`config.mk`:
```
export PLATFORM = sky130hd
export DESIGN_NAME = tlul_pad_host
export DESIGN_NICKNAME = d
export VERILOG_FILES = /design/src/rtl/tlul_pkg.sv /design/src/rtl/tlul_pad_host.sv
export SDC_FILE = /design/constraint.sdc
export NUM_CORES = 1
export LEC_CHECK = 0
export CAP_MARGIN = 15
export CORE_ASPECT_RATIO = 1.2
export CORE_MARGIN = 2
export CORE_UTILIZATION = 39
export CTS_BUF_LIST = sky130_fd_sc_hd__clkbuf_4
export DETAILED_ROUTE_END_ITERATION = 10
export GPL_TIMING_DRIVEN = 0
export PLACE_DENSITY_LB_ADDON = 0.2
export SLEW_MARGIN = 5
export SYNTH_ARGS = -nofsm -noshare
export SYNTH_HDL_FRONTEND = slang
export SYNTH_SLANG_ARGS = --single-unit
```
`constraint.sdc`:
```
create_clock -name clk_i -period 4.7 [get_ports clk_i]
set_input_delay 0.705 -clock clk_i [delete_from_list [all_inputs] [get_ports clk_i]]
set_output_delay 0.705 -clock clk_i [all_outputs]
set_load 0.01 [all_outputs]
```
`src/rtl/tlul_pkg.sv`:
```
// Minimal TL-UL type package: opcodes, user fields and channel structs
// shared by the pad host and its memory-side partner.
package tlul_pkg;

    typedef enum logic [2:0] {
        PutFullData    = 3'h0,
        PutPartialData = 3'h1,
        Get            = 3'h4
    } tl_a_op_e;

    typedef enum logic [2:0] {
        AccessAck     = 3'h0,
        AccessAckData = 3'h1
    } tl_d_op_e;

    typedef struct packed {
        logic [4:0] rsvd;
        logic [3:0] instr_type;
        logic [6:0] cmd_intg;
        logic [6:0] data_intg;
    } tl_a_user_t;

    typedef struct packed {
        logic [6:0] rsp_intg;
        logic [6:0] data_intg;
    } tl_d_user_t;

    localparam tl_a_user_t TL_A_USER_DEFAULT = '{
        rsvd:       5'h0,
        instr_type: 4'h9,
        cmd_intg:   7'h0,
        data_intg:  7'h0
    };

    typedef struct packed {
        logic       a_valid;
        tl_a_op_e   a_opcode;
        logic [2:0] a_param;
        logic [1:0] a_size;
        logic [7:0] a_source;
        logic [31:0] a_address;
        logic [3:0] a_mask;
        logic [31:0] a_data;
        tl_a_user_t a_user;
        logic       d_ready;
    } tl_h2d_t;

    typedef struct packed {
        logic       d_valid;
        tl_d_op_e   d_opcode;
        logic [2:0] d_param;
        logic [1:0] d_size;
        logic [7:0] d_source;
        logic [0:0] d_sink;
        logic [31:0] d_data;
        tl_d_user_t d_user;
        logic       d_error;
        logic       a_ready;
    } tl_d2h_t;

    localparam tl_h2d_t TL_H2D_DEFAULT = '{
        a_valid:   1'b0,
        a_opcode:  PutFullData,
        a_param:   3'h0,
        a_size:    2'h0,
        a_source:  8'h0,
        a_address: 32'h0,
        a_mask:    4'h0,
        a_data:    32'h0,
        a_user:    TL_A_USER_DEFAULT,
        d_ready:   1'b1
    };

endpackage

```
`src/rtl/tlul_pad_host.sv`:
```
// tlul_pad_host: a rising edge on the go pad issues exactly one TL-UL Get or
// PutFullData, waits for its response (or a timeout) and reports read data
// and error status on registered pad-side outputs.
module tlul_pad_host
    import tlul_pkg::*;
#(
    parameter logic [31:0] AddrBase      = 32'h0000_0000,
    parameter logic [15:0] TimeoutCycles = 16'd1024
) (
    input  logic       clk_i,
    input  logic       rst_ni,
    input  logic       go_i,
    input  logic       if_read_i,
    input  logic [3:0] addr_i,
    input  logic [3:0] wdata_i,
    output tl_h2d_t    tl_o,
    input  tl_d2h_t    tl_i,
    output logic [3:0] r_data_o,
    output logic       busy_o,
    output logic       done_o,
    output logic       err_o
);

    typedef enum logic [1:0] {
        ST_IDLE = 2'd0,
        ST_REQ  = 2'd1,
        ST_RSP  = 2'd2
    } state_e;

    localparam logic [15:0] TimeoutLast = TimeoutCycles - 16'd1;

    state_e      state_r;
    logic [15:0] cnt_r;
    logic        is_read_r;
    logic [3:0]  addr_r;
    logic [3:0]  wdata_r;
    logic        sync1_r;
    logic        sync2_r;
    logic        sync2_q_r;
    logic [1:0]  fill_r;
    logic        armed_r;
    logic        launch_s;
    logic        timeout_s;
    logic        unused_tl_s;

    // Byte address of a word index, wrapping at 32 bits.
    function automatic logic [31:0] word_addr(input logic [3:0] idx);
        return AddrBase + {26'b0, idx, 2'b00};
    endfunction

    // A response is bad if flagged, or if its opcode does not match the request kind.
    function automatic logic rsp_bad(input logic is_read, input logic d_error,
                                     input tl_d_op_e d_opcode);
        logic op_ok;
        if (is_read) begin
            op_ok = (d_opcode == AccessAckData);
        end else begin
            op_ok = (d_opcode == AccessAck);
        end
        return d_error | ~op_ok;
    endfunction

    // Pad synchroniser and edge history; armed_r blocks a level held through
    // reset from looking like a rising edge once the flops refill.
    always_ff @(posedge clk_i) begin
        if (!rst_ni) begin
            sync1_r   <= 1'b0;
            sync2_r   <= 1'b0;
            sync2_q_r <= 1'b0;
            fill_r    <= 2'b00;
            armed_r   <= 1'b0;
        end else begin
            sync1_r   <= go_i;
            sync2_r   <= sync1_r;
            sync2_q_r <= sync2_r;
            fill_r    <= {fill_r[0], 1'b1};
            if (fill_r[1] && !sync2_r) begin
                armed_r <= 1'b1;
            end else begin
                armed_r <= armed_r;
            end
        end
    end

    assign launch_s  = armed_r & sync2_r & ~sync2_q_r;
    assign timeout_s = (cnt_r >= TimeoutLast);

    // Transaction sequencer with registered pad-side status outputs.
    always_ff @(posedge clk_i) begin
        if (!rst_ni) begin
            state_r   <= ST_IDLE;
            cnt_r     <= 16'd0;
            is_read_r <= 1'b0;
            addr_r    <= 4'h0;
            wdata_r   <= 4'h0;
            r_data_o  <= 4'h0;
            busy_o    <= 1'b0;
            done_o    <= 1'b0;
            err_o     <= 1'b0;
        end else begin
            done_o <= 1'b0;
            case (state_r)
                ST_IDLE: begin
                    if (launch_s) begin
                        is_read_r <= if_read_i;
                        addr_r    <= addr_i;
                        wdata_r   <= wdata_i;
                        err_o     <= 1'b0;
                        cnt_r     <= 16'd0;
                        busy_o    <= 1'b1;
                        state_r   <= ST_REQ;
                    end
                end
                ST_REQ: begin
                    if (tl_i.a_ready) begin
                        cnt_r   <= cnt_r + 16'd1;
                        state_r <= ST_RSP;
                    end else if (timeout_s) begin
                        err_o   <= 1'b1;
                        done_o  <= 1'b1;
                        busy_o  <= 1'b0;
                        state_r <= ST_IDLE;
                    end else begin
                        cnt_r <= cnt_r + 16'd1;
                    end
                end
                ST_RSP: begin
                    if (tl_i.d_valid) begin
                        done_o  <= 1'b1;
                        busy_o  <= 1'b0;
                        state_r <= ST_IDLE;
                        if (rsp_bad(is_read_r, tl_i.d_error, tl_i.d_opcode)) begin
                            err_o <= 1'b1;
                        end else if (is_read_r) begin
                            r_data_o <= tl_i.d_data[3:0];
                        end
                    end else if (timeout_s) begin
                        err_o   <= 1'b1;
                        done_o  <= 1'b1;
                        busy_o  <= 1'b0;
                        state_r <= ST_IDLE;
                    end else begin
                        cnt_r <= cnt_r + 16'd1;
                    end
                end
                default: begin
                    busy_o  <= 1'b0;
                    state_r <= ST_IDLE;
                end
            endcase
        end
    end

    // A-channel decode: request fields only while in REQ, idle defaults otherwise.
    always_comb begin
        tl_o = TL_H2D_DEFAULT;
        if (state_r == ST_REQ) begin
            tl_o.a_valid   = 1'b1;
            tl_o.a_opcode  = is_read_r ? Get : PutFullData;
            tl_o.a_param   = 3'h0;
            tl_o.a_size    = 2'h2;
            tl_o.a_source  = 8'h0;
            tl_o.a_address = word_addr(addr_r);
            tl_o.a_mask    = 4'hf;
            tl_o.a_data    = is_read_r ? 32'h0 : {28'h0, wdata_r};
            tl_o.a_user    = TL_A_USER_DEFAULT;
        end else begin
            tl_o.a_valid = 1'b0;
        end
        tl_o.d_ready = 1'b1;
    end

    // Response fields this host never looks at.
    assign unused_tl_s = ^{tl_i.d_param, tl_i.d_size, tl_i.d_source, tl_i.d_sink,
                           tl_i.d_user, tl_i.d_data[31:4]};

endmodule

```
After elaboration in Yosys (flattened, before gate mapping). Cells that the tools add are included. W data, S select, Z words.

Register bits: 40. Input port bits: 78. Output and inout bits: 116. Word-level logic and storage cells: 74.

Add/subtract/negate cells: 1. $lt $le $gt $ge: 1. Equality and inequality tests: 7. Multiplexer cells: 34. Bitwise gates (word level): 6. Reductions and logical operators: 10.

Operator list (number): $mux W107 (1); $mux W16 (4); $pmux W16 S3 (1); $mux W1 (18); $add A16 B1 Y16 const B (1); $ge A16 B10 Y1 const B (1); $mux W2 (4); $reduce_and A4 Y1 (2); $ne A2 B2 Y1 const B (3); $pmux W1 S3 (2); $pmux W2 S3 (1); $mux W4 (1); $reduce_and A2 Y1 (2); $eq A3 B1 Y1 const B (1); $logic_not A3 Y1 (1); $mux W3 (1); $ne A3 B3 Y1 const B (1); $not A1 Y1 (3); $reduce_and A3 Y1 (1); $reduce_bool A3 Y1 (1); $and A1 B1 Y1 (2); $eq A2 B1 Y1 const B (1); $eq A2 B2 Y1 const B (1); $logic_not A2 Y1 (1); other kinds (4) (4).

Longest topological paths before layout. Gate-level depths: netlist of the first run.

Word-level depth: 10. Depth in mapped cells: 9. Depth with buffers taken out: 7.

Worst setup path after synthesis of the first run. OpenSTA, ideal clock, no wires.

Path kind: reg-to-output. Start: register state_r[0]. End: output tl_o[24] in the netlist's numbering. Arrival time: 1.341 ns. Data required time: 3.995 ns. Slack: 2.654 ns. Cell stages (with the launch flop): 6. Buffers on the path: 1. Path through: dfxtp_1 ha_1 clkbuf_1 inv_1 nor2_1 and2_1.

RTL lines: from (decl) (line tlul_pad_host.sv:32) `state_e state_r;`; from (signal assigned) (line tlul_pad_host.sv:91) `state_r <= ST_IDLE;`; from (signal assigned) (line tlul_pad_host.sv:111) `state_r <= ST_REQ;`; from (signal assigned) (line tlul_pad_host.sv:117) `state_r <= ST_RSP;`; to (decl) (line tlul_pad_host.sv:16) `output tl_h2d_t tl_o,`.

==> insert_results.sql, run 1 <==
INSERT INTO impl_metrics (metric_group, metric, value, unit) VALUES
('status', 'run_status', 'complete, no violations', ''),
('worst_hold_path', 'timing.hold.worst.class', 'register to register', ''),
('clocking', 'cts.path.max_buffers', '2', ''),
('global_route', 'grt_pass1_vias', '2046', ''),
('routing', 'detail_route.vias_per_cell', '4.22', ''),
('critical_path', 'worst-endpoint-arrival', '2.52', 'ns'),
('placement', 'place.detailed.hpwl', '4870', 'µm'),
('logic_synthesis', 'syn_inst', '342', ''),
('critical_path', 'timing.critical_path.required', '3.99', 'ns'),
('power', 'pwr_density_cell', '220', 'nW/µm²'),
('critical_path', 'critical_path.endpoint_type', 'primary output', ''),
('routing', 'remaining_drc_errors', '0', ''),
('logic_synthesis', 'post-synth-top-area-fraction', '0.295', ''),
('critical_path', 'crit_path_start_kind', 'register', ''),
('clocking', 'worst_skew_pair.late_latency', '0.35', 'ns'),
('clocking', 'clock-sinks', '40', ''),
('layout', 'syn_to_final_growth', '37.3', '%'),
('floorplanning', 'placementRows', '33', ''),
('critical_path', 'worst_path_maximum_fanout', '10', ''),
('floorplanning', 'die-width', '80.2', 'µm'),
('timing', 'max_freq', '0.310', 'GHz'),
('layout', 'layout-drive-gt1-share', '0.243', ''),
('placement', 'placement.io_buffers', '43', ''),
('timing', 'rsz0062_at_grt', 'false', ''),
('logic_synthesis', 'share_of_async_settable_or_async_resettable_flops_after_synthesis', '0', ''),
('logic_synthesis', 'post_synth_instance_area', '2720', 'µm²'),
('timing', 'setup_viol', '0', ''),
('timing', 'relSlewSlack', '0.528', ''),
('global_route', 'track_usage', '0.153', ''),
('clocking', 'clk_transition_reported_paths', '0.12', 'ns'),
('global_route', 'grt_first_pass_wirelength', '9360', 'µm'),
('logic_synthesis', 'ys_seq_area_frac', '0.295', ''),
('logic_synthesis', 'netlist_top_cells_area', 'sky130_fd_sc_hd__dfxtp_1 29%, sky130_fd_sc_hd__buf_4 27%, sky130_fd_sc_hd__a21oi_1 4.6%', ''),
('layout', 'finalCoreUtilization', '0.551', ''),
('global_route', 'antenna_found_initial', '0', ''),
('timing', 'period_needed', '3.23', 'ns'),
('layout', 'final_net_count', '567', ''),
('routing', 'postRouteWirelength', '6140', 'µm'),
('timing', 'fin_tns_setup', '0', 'ns'),
('clocking', 'clock-root-buffer', 'sky130_fd_sc_hd__clkbuf_4', ''),
('clocking', 'postCtsSetupBuffers', '0', ''),
('placement', 'place_congestion', '0.883', ''),
('clocking', 'post_cts.resized_instances', '0', ''),
('clocking', 'htree_levels', '2', ''),
('power', 'power.switching_fraction', '0.222', ''),
('routing', 'ant_nets', '0', ''),
('clocking', 'cts_hold_buffers', '0', ''),
('power', 'power_leakage', '1.76', 'nW'),
('floorplanning', 'fp.dieH', '95.4', 'µm'),
('timing', 'final.period_utilization', '0.686', ''),
('flow_run', 'maxCapViolCount', '0', ''),
('global_route', 'grt-ovfl-total', '0', ''),
('global_route', 'grt_start_max_net_pins', '14', ''),
('clocking', 'cts_tree', 'done', ''),
('logic_synthesis', 'number_of_unique_standard_cell_types_used_by_synthesis', '45', ''),
('routing', 'detail_route.iter0.violations', '131', ''),
('critical_path', 'criticalPathCategory', 'register to primary output', ''),
('logic_synthesis', 'number_of_enable_flip_flop_cells_after_synthesis', '0', ''),
('timing', 'finClkSkew', '0.00916', 'ns'),
('clocking', 'cts_inserted_buffers', '5', ''),
('logic_synthesis', 'synth_area_per_cell', '7.94', 'µm²'),
('floorplanning', 'initial_utilization', '0.401', ''),
('power', 'peakVddDrop', '192', 'µV'),
('power', 'switching_power', '182', 'µW'),
('logic_synthesis', 'post-synth-top-area-cell', 'sky130_fd_sc_hd__dfxtp_1', ''),
('power', 'clock_power_share', '0.408', ''),
('logic_synthesis', 'ys.warnings.count', '0', ''),
('power', 'share_comb_of_total_power', '0.172', ''),
('timing', 'worstMarginPinSlew', '0.704', 'ns'),
('timing', 'timing_max_transition_violations_final', '0', ''),
('routing', 'route.vias.total', '2414', ''),
('logic_synthesis', 'yosys_register_bits', '40', ''),
('power', 'internal_power', '637', 'µW'),
('floorplanning', 'floorplan.die_area', '7650', 'µm²'),
('power', 'pwr-share-seq', '0.421', ''),
('routing', 'detail_route.first_pass.iterations', '4', ''),
('timing', 'hold_viol_final', '0', ''),
('floorplanning', 'io-pin-count', '194', ''),
('logic_synthesis', 'synth-main-ff-cell', 'sky130_fd_sc_hd__dfxtp_1', ''),
('layout', 'nFillCells', '659', ''),
('routing', 'routed_wl_per_cell', '10.7', 'µm'),
('floorplanning', 'core_area', '6770', 'µm²'),
('layout', 'antenna_cells', '0', '');
-- cell usage in the layout (no fill, tap or decap), types with 2 or more instances in the layout --
cell type and n:
sky130_fd_sc_hd__a21o_1 3, sky130_fd_sc_hd__a21oi_1 25, sky130_fd_sc_hd__a31oi_1 3, sky130_fd_sc_hd__a41o_1 2
sky130_fd_sc_hd__and2_1 14, sky130_fd_sc_hd__and3_1 4, sky130_fd_sc_hd__buf_2 2, sky130_fd_sc_hd__buf_4 99
sky130_fd_sc_hd__bufinv_16 3, sky130_fd_sc_hd__clkbuf_1 7, sky130_fd_sc_hd__clkbuf_4 5, sky130_fd_sc_hd__clkdlybuf4s50_1 43
sky130_fd_sc_hd__conb_1 94, sky130_fd_sc_hd__dfxtp_1 40, sky130_fd_sc_hd__ha_1 5, sky130_fd_sc_hd__inv_1 12
sky130_fd_sc_hd__mux2i_1 5, sky130_fd_sc_hd__nand2_1 29, sky130_fd_sc_hd__nand3_1 6, sky130_fd_sc_hd__nand3b_1 3
sky130_fd_sc_hd__nand4_1 8, sky130_fd_sc_hd__nor2_1 16, sky130_fd_sc_hd__nor3_1 6, sky130_fd_sc_hd__nor4_1 12
sky130_fd_sc_hd__o21a_1 2, sky130_fd_sc_hd__o21ai_0 8, sky130_fd_sc_hd__o21ai_1 2, sky130_fd_sc_hd__o22ai_1 2
sky130_fd_sc_hd__or2_2 3, sky130_fd_sc_hd__or3_1 4
-- state kept, by name (all words and copies together), names as in the netlist --
register / count
cnt_r: 16
addr_r: 4
r_data_o: 4
wdata_r: 4
fill_r: 2
state_r: 2
armed_r: 1
busy_o: 1
done_o: 1
err_o: 1
is_read_r: 1
sync1_r: 1
sync2_q_r: 1
sync2_r: 1
-- cell type report --
| type | count | area (µm²) | area share |
|---|---|---|---|
| buffer | 108 | 779 | 0.209 |
| tap | 87 | 109 | 0.0292 |
| inverter | 12 | 45.0 | 0.0121 |
| sequential | 40 | 801 | 0.215 |
| clock buffer | 5 | 37.5 | 0.0101 |
| timing repair buffer | 43 | 430 | 0.115 |
| clock inverter | 3 | 90.1 | 0.0242 |
| multi-input combinational | 274 | 1440 | 0.385 |
-- synth_stat cells, types with 2 or more instances --
master / count
sky130_fd_sc_hd__buf_4: 99
sky130_fd_sc_hd__dfxtp_1: 40
sky130_fd_sc_hd__nand2_1: 29
sky130_fd_sc_hd__a21oi_1: 25
sky130_fd_sc_hd__nor2_1: 16
sky130_fd_sc_hd__and2_1: 14
sky130_fd_sc_hd__inv_1: 12
sky130_fd_sc_hd__nor4_1: 12
sky130_fd_sc_hd__nand4_1: 8
sky130_fd_sc_hd__o21ai_0: 8
sky130_fd_sc_hd__clkbuf_1: 7
sky130_fd_sc_hd__nand3_1: 6
sky130_fd_sc_hd__nor3_1: 6
sky130_fd_sc_hd__ha_1: 5
sky130_fd_sc_hd__mux2i_1: 5
sky130_fd_sc_hd__and3_1: 4
sky130_fd_sc_hd__or3_1: 4
sky130_fd_sc_hd__a21o_1: 3
sky130_fd_sc_hd__a31oi_1: 3
sky130_fd_sc_hd__nand3b_1: 3
sky130_fd_sc_hd__or2_2: 3
sky130_fd_sc_hd__a41o_1: 2
sky130_fd_sc_hd__buf_2: 2
sky130_fd_sc_hd__conb_1: 2
sky130_fd_sc_hd__o21a_1: 2
sky130_fd_sc_hd__o21ai_1: 2
sky130_fd_sc_hd__o22ai_1: 2
-- stage by stage --
| stage | hold WS [ns] | worst slack, ns | std cells | cell area (µm²) | total power, mW |
|---|---|---|---|---|---|
| after CTS | 0.444 | 1.44 | 572 | 3730 | 0.825 |
| after global routing | 0.462 | 1.26 | 572 | 3730 | 0.855 |
| after detailed placement | 0.425 | 1.84 | 564 | 3600 | 0.489 |
| after floorplan | 0.412 | 2.65 | 434 | 3060 | 0.461 |
| after global placement | 0.414 | 1.89 | 564 | 3600 | 0.488 |
| final | 0.438 | 1.47 | 572 | 3730 | 0.819 |
-- layer usage --
layer / part of all wire / GRT usage
met5: 0 / 0
met4: 0.025 / 0.0621
met3: 0.094 / 0.0350
met2: 0.48 / 0.272
met1: 0.40 / 0.176
-- critical path, cell delays in order, from the launching register on --
cell	delay [ns]
sky130_fd_sc_hd__dfxtp_1	0.36
sky130_fd_sc_hd__inv_1	0.09
sky130_fd_sc_hd__ha_1	0.32
sky130_fd_sc_hd__clkbuf_1	0.35
sky130_fd_sc_hd__inv_1	0.14
sky130_fd_sc_hd__nor2_1	0.22
sky130_fd_sc_hd__and2_1	0.16
sky130_fd_sc_hd__clkdlybuf4s50_1	0.54
-- power by group through the flow --
stage | Combinational [mW] | Clock [mW] | Sequential [mW]
detailed placement | 0.137 | 0 | 0.352
CTS | 0.137 | 0.343 | 0.344
floorplan | 0.110 | 0 | 0.352
global route | 0.155 | 0.355 | 0.345
global placement | 0.137 | 0 | 0.352
finish | 0.141 | 0.334 | 0.344
-- path summary, 6_finish.rpt --
check / start / end / slack (ns) / cells after the start
min reg2reg: sync1_r / sync2_r / 0.44 / 1
max reg2reg: state_r[0] / cnt_r[15] / 2.31 / 7
max: state_r[1] / tl_o[25] / 1.47 / 7
min: sync1_r / sync2_r / 0.44 / 1
-- logic make-up (layout without fill, tap and decap cells) --
| kind of cell | Yosys count | in the layout | synth area share |
|---|---|---|---|
| multiplexers | 5 | 5 | 0.0184 |
| buffers and inverters | 120 | 171 | 0.304 |
| adder cells (fa/ha/maj) | 5 | 5 | 0.0230 |
| flip-flops | 40 | 40 | 0.295 |
| XOR/XNOR | 1 | 1 | 0.00322 |
| other | 2 | 94 | 0.00276 |
| AO/OA/AOI/OAI | 60 | 60 | 0.144 |
| AND/OR/NAND/NOR | 109 | 109 | 0.210 |
Note: power is estimated with default switching activity, not from simulation.
==> inputs of run 2 (changes only) <==
CORE_UTILIZATION = 33   (was 39)
clock period = 2.9 ns   (was 4.7 ns; I/O delays follow)
==> run 2 against run 1 <==
Final area shrank 0.84%. First-iteration DRC count shrank 49%. Wire length grew 5.4%. Clock skew grew 0.012 ns. Critical path depth is the same. Clock-buffer cell count is the same. Sequential share of layout area grew 0.18 points. Power grew 43%. Cell count grew 1.4%. Critical path type unchanged. Largest cell class unchanged.
==> insert_results.sql, run 2 (synthesis results as in run 1) <==
INSERT INTO impl_metrics (metric_group, metric, value, unit) VALUES
('critical_path', 'critical_path.endpoint_type', 'primary output', ''),
('critical_path', 'criticalPathCategory', 'register to primary output', ''),
('routing', 'detail_route.wirelength.met1', '2530', 'µm'),
('layout', 'layout-drive-gt1-share', '0.249', ''),
('timing', 'relSlewSlack', '0.471', ''),
('placement', 'placement.io_buffers', '43', ''),
('layout', 'mostFrequentLayoutCells', '99 x sky130_fd_sc_hd__buf_4, 94 x sky130_fd_sc_hd__conb_1, 43 x sky130_fd_sc_hd__clkdlybuf4s50_1', ''),
('critical_path', 'worst_path_maximum_fanout', '10', ''),
('critical_path', 'worst-endpoint-arrival', '2.24', 'ns'),
('power', 'pwr-share-seq', '0.477', ''),
('floorplanning', 'fp.dieH', '103', 'µm'),
('critical_path', 'timing.critical_path.required', '2.47', 'ns'),
('power', 'total_power', '1.17', 'mW'),
('layout', 'final-instance-count-excl-fill', '580', ''),
('clocking', 'clock-root-buffer', 'sky130_fd_sc_hd__clkbuf_4', ''),
('floorplanning', 'die-width', '86.8', 'µm'),
('clocking', 'htree_levels', '2', ''),
('routing', 'remaining_drc_errors', '0', ''),
('routing', 'dr_wl_met3', '547', 'µm'),
('routing', 'detail_route.first_pass.iterations', '4', ''),
('clocking', 'cts_tree', 'done', ''),
('status', 'run_status', 'complete, no violations', ''),
('timing', 'hold_slack_final', '0.451', 'ns'),
('global_route', 'grt_start_max_net_pins', '14', ''),
('floorplanning', 'initial_utilization', '0.337', ''),
('clocking', 'postCtsSetupBuffers', '0', ''),
('placement', 'place.detailed.hpwl', '5250', 'µm'),
('timing', 'rsz0062_at_grt', 'false', ''),
('power', 'clock_power_share', '0.326', ''),
('routing', 'postRouteWirelength', '6470', 'µm'),
('routing', 'routed_wl_per_cell', '11.2', 'µm'),
('power', 'power_leakage', '1.74', 'nW'),
('floorplanning', 'io-pin-count', '194', ''),
('flow_run', 'maxCapViolCount', '0', ''),
('timing', 'worstMarginPinSlew', '0.789', 'ns'),
('layout', 'largest_register_ff_count', '16', ''),
('timing', 'fin_tns_setup', '0', 'ns'),
('routing', 'ant_nets', '0', ''),
('worst_hold_path', 'timing.hold.worst.class', 'register to register', ''),
('layout', 'antenna_cells', '0', ''),
('critical_path', 'crit_chain', 'inv_1, ha_2, buf_2, inv_1, nor2_2, and2_1, clkdlybuf4s50_1', ''),
('timing', 'final.period_utilization', '0.922', ''),
('routing', 'met2_length', '3270', 'µm'),
('layout', 'layout.cells.most_common', 'sky130_fd_sc_hd__buf_4', ''),
('clocking', 'cts_hold_buffers', '0', ''),
('power', 'peakVddDrop', '137', 'µV'),
('routing', 'detail_route.vias_per_cell', '4.23', ''),
('power', 'switching_power', '314', 'µW'),
('power', 'power.switching_fraction', '0.268', ''),
('placement', 'place_congestion', '0.862', ''),
('timing', 'max_freq', '0.374', 'GHz'),
('floorplanning', 'floorplan.die_area', '8980', 'µm²'),
('global_route', 'grt_pass1_vias', '2132', ''),
('timing', 'finClkSkew', '0.0207', 'ns'),
('timing', 'timing_max_transition_violations_final', '0', ''),
('layout', 'final_net_count', '567', ''),
('clocking', 'post_cts.resized_instances', '1', ''),
('global_route', 'grt_first_pass_wirelength', '9960', 'µm'),
('global_route', 'track_usage', '0.139', ''),
('routing', 'detail_route.iter0.violations', '67', ''),
('critical_path', 'crit_path_top_delay_cell', 'sky130_fd_sc_hd__clkdlybuf4s50_1', ''),
('layout', 'registers.top_by_ff_count', 'cnt_r', ''),
('power', 'internal_power', '857', 'µW'),
('clocking', 'worst_skew_pair.late_latency', '0.36', 'ns'),
('critical_path', 'library_cell_appearing_most_often_on_the_critical_path', 'sky130_fd_sc_hd__inv_1', ''),
('critical_path', 'crit_path_start_kind', 'register', ''),
('clocking', 'clock-sinks', '40', ''),
('routing', 'topRoutingLayerUsed', 'met4', ''),
('power', 'pwr_density_cell', '317', 'nW/µm²'),
('layout', 'syn_to_final_growth', '36.1', '%'),
('floorplanning', 'placementRows', '36', ''),
('global_route', 'antenna_found_initial', '0', ''),
('critical_path', 'timing.critical_path.max_delay_family', 'buffers and inverters', ''),
('routing', 'route.vias.total', '2451', ''),
('timing', 'period_needed', '2.67', 'ns'),
('global_route', 'grt-ovfl-total', '0', ''),
('floorplanning', 'core_area', '8060', 'µm²'),
('clocking', 'cts.path.max_buffers', '2', ''),
('power', 'share_comb_of_total_power', '0.197', ''),
('critical_path', 'cp_num_buf_inv', '4', ''),
('timing', 'hold_viol_final', '0', ''),
('clocking', 'cts_inserted_buffers', '5', ''),
('placement', 'place.detailed.instances', '572', ''),
('timing', 'setup_viol', '0', ''),
('layout', 'finalCoreUtilization', '0.459', ''),
('clocking', 'clk_transition_reported_paths', '0.14', 'ns'),
('critical_path', 'critical-path-max-stage-delay', '0.53', 'ns');
## run 2: power by group through the flow
stage / clock network (mW) / registers (mW) / logic, mW
floorplan: 0 / 0.570 / 0.178
global placement: 0 / 0.570 / 0.222
detailed placement: 0 / 0.571 / 0.224
CTS: 0.389 / 0.559 / 0.225
global route: 0.412 / 0.560 / 0.253
finish: 0.382 / 0.559 / 0.230
## run 2: worst reg2reg max path: cells and delay by family (launching register included)
kind | cells | cell delay [ns]
AOI/OAI and AO/OA | 3 | 1.00
adders and majority gates | 1 | 0.29
buffers and inverters | 1 | 0.09
DFF | 1 | 0.43
and+or+nand+nor | 2 | 0.54
## run 2: final cells by class
| type | count | area [µm²] |
|---|---|---|
| clock buffer | 5 | 37.5 |
| inverter | 12 | 45.0 |
| tap | 95 | 119 |
| multi-input combinational | 274 | 1440 |
| timing repair buffer | 43 | 430 |
| buffer | 108 | 781 |
| sequential | 40 | 801 |
| clock inverter | 3 | 42.5 |
| fill | 838 | 4370 |
## run 2: per-layer routing
| metal | vias up | GRT usage |
|---|---|---|
| li1 | 1262 | - |
| met1 | 1074 | 0.152 |
| met2 | 103 | 0.260 |
| met3 | 12 | 0.0325 |
| met4 | 0 | 0.0469 |
| met5 | - | 0 |
## run 2: path summary, 6_finish.rpt
check / start / to / slack, ns / depth (start not counted)
setup reg to reg: state_r[0] / cnt_r[15] / 0.50 / 7
setup / recovery: state_r[1] / tl_o[27] / 0.23 / 7
hold / removal: sync1_r / sync2_r / 0.45 / 1
hold reg to reg: sync1_r / sync2_r / 0.45 / 1
## run 2: stage by stage
stage | instance area (µm²) | setup slack, ns
finish | 3700 | 0.226
global placement | 3610 | 0.302
detailed placement | 3610 | 0.302
floorplan | 3060 | 0.972
CTS | 3690 | 0.0418
global route | 3700 | 0.00126
==> inputs of run 3 (changes only) <==
SLEW_MARGIN = default   (was 5)
==> results of run 3 <==
The final DEF is identical to that of run 2; final timing and power are the same.
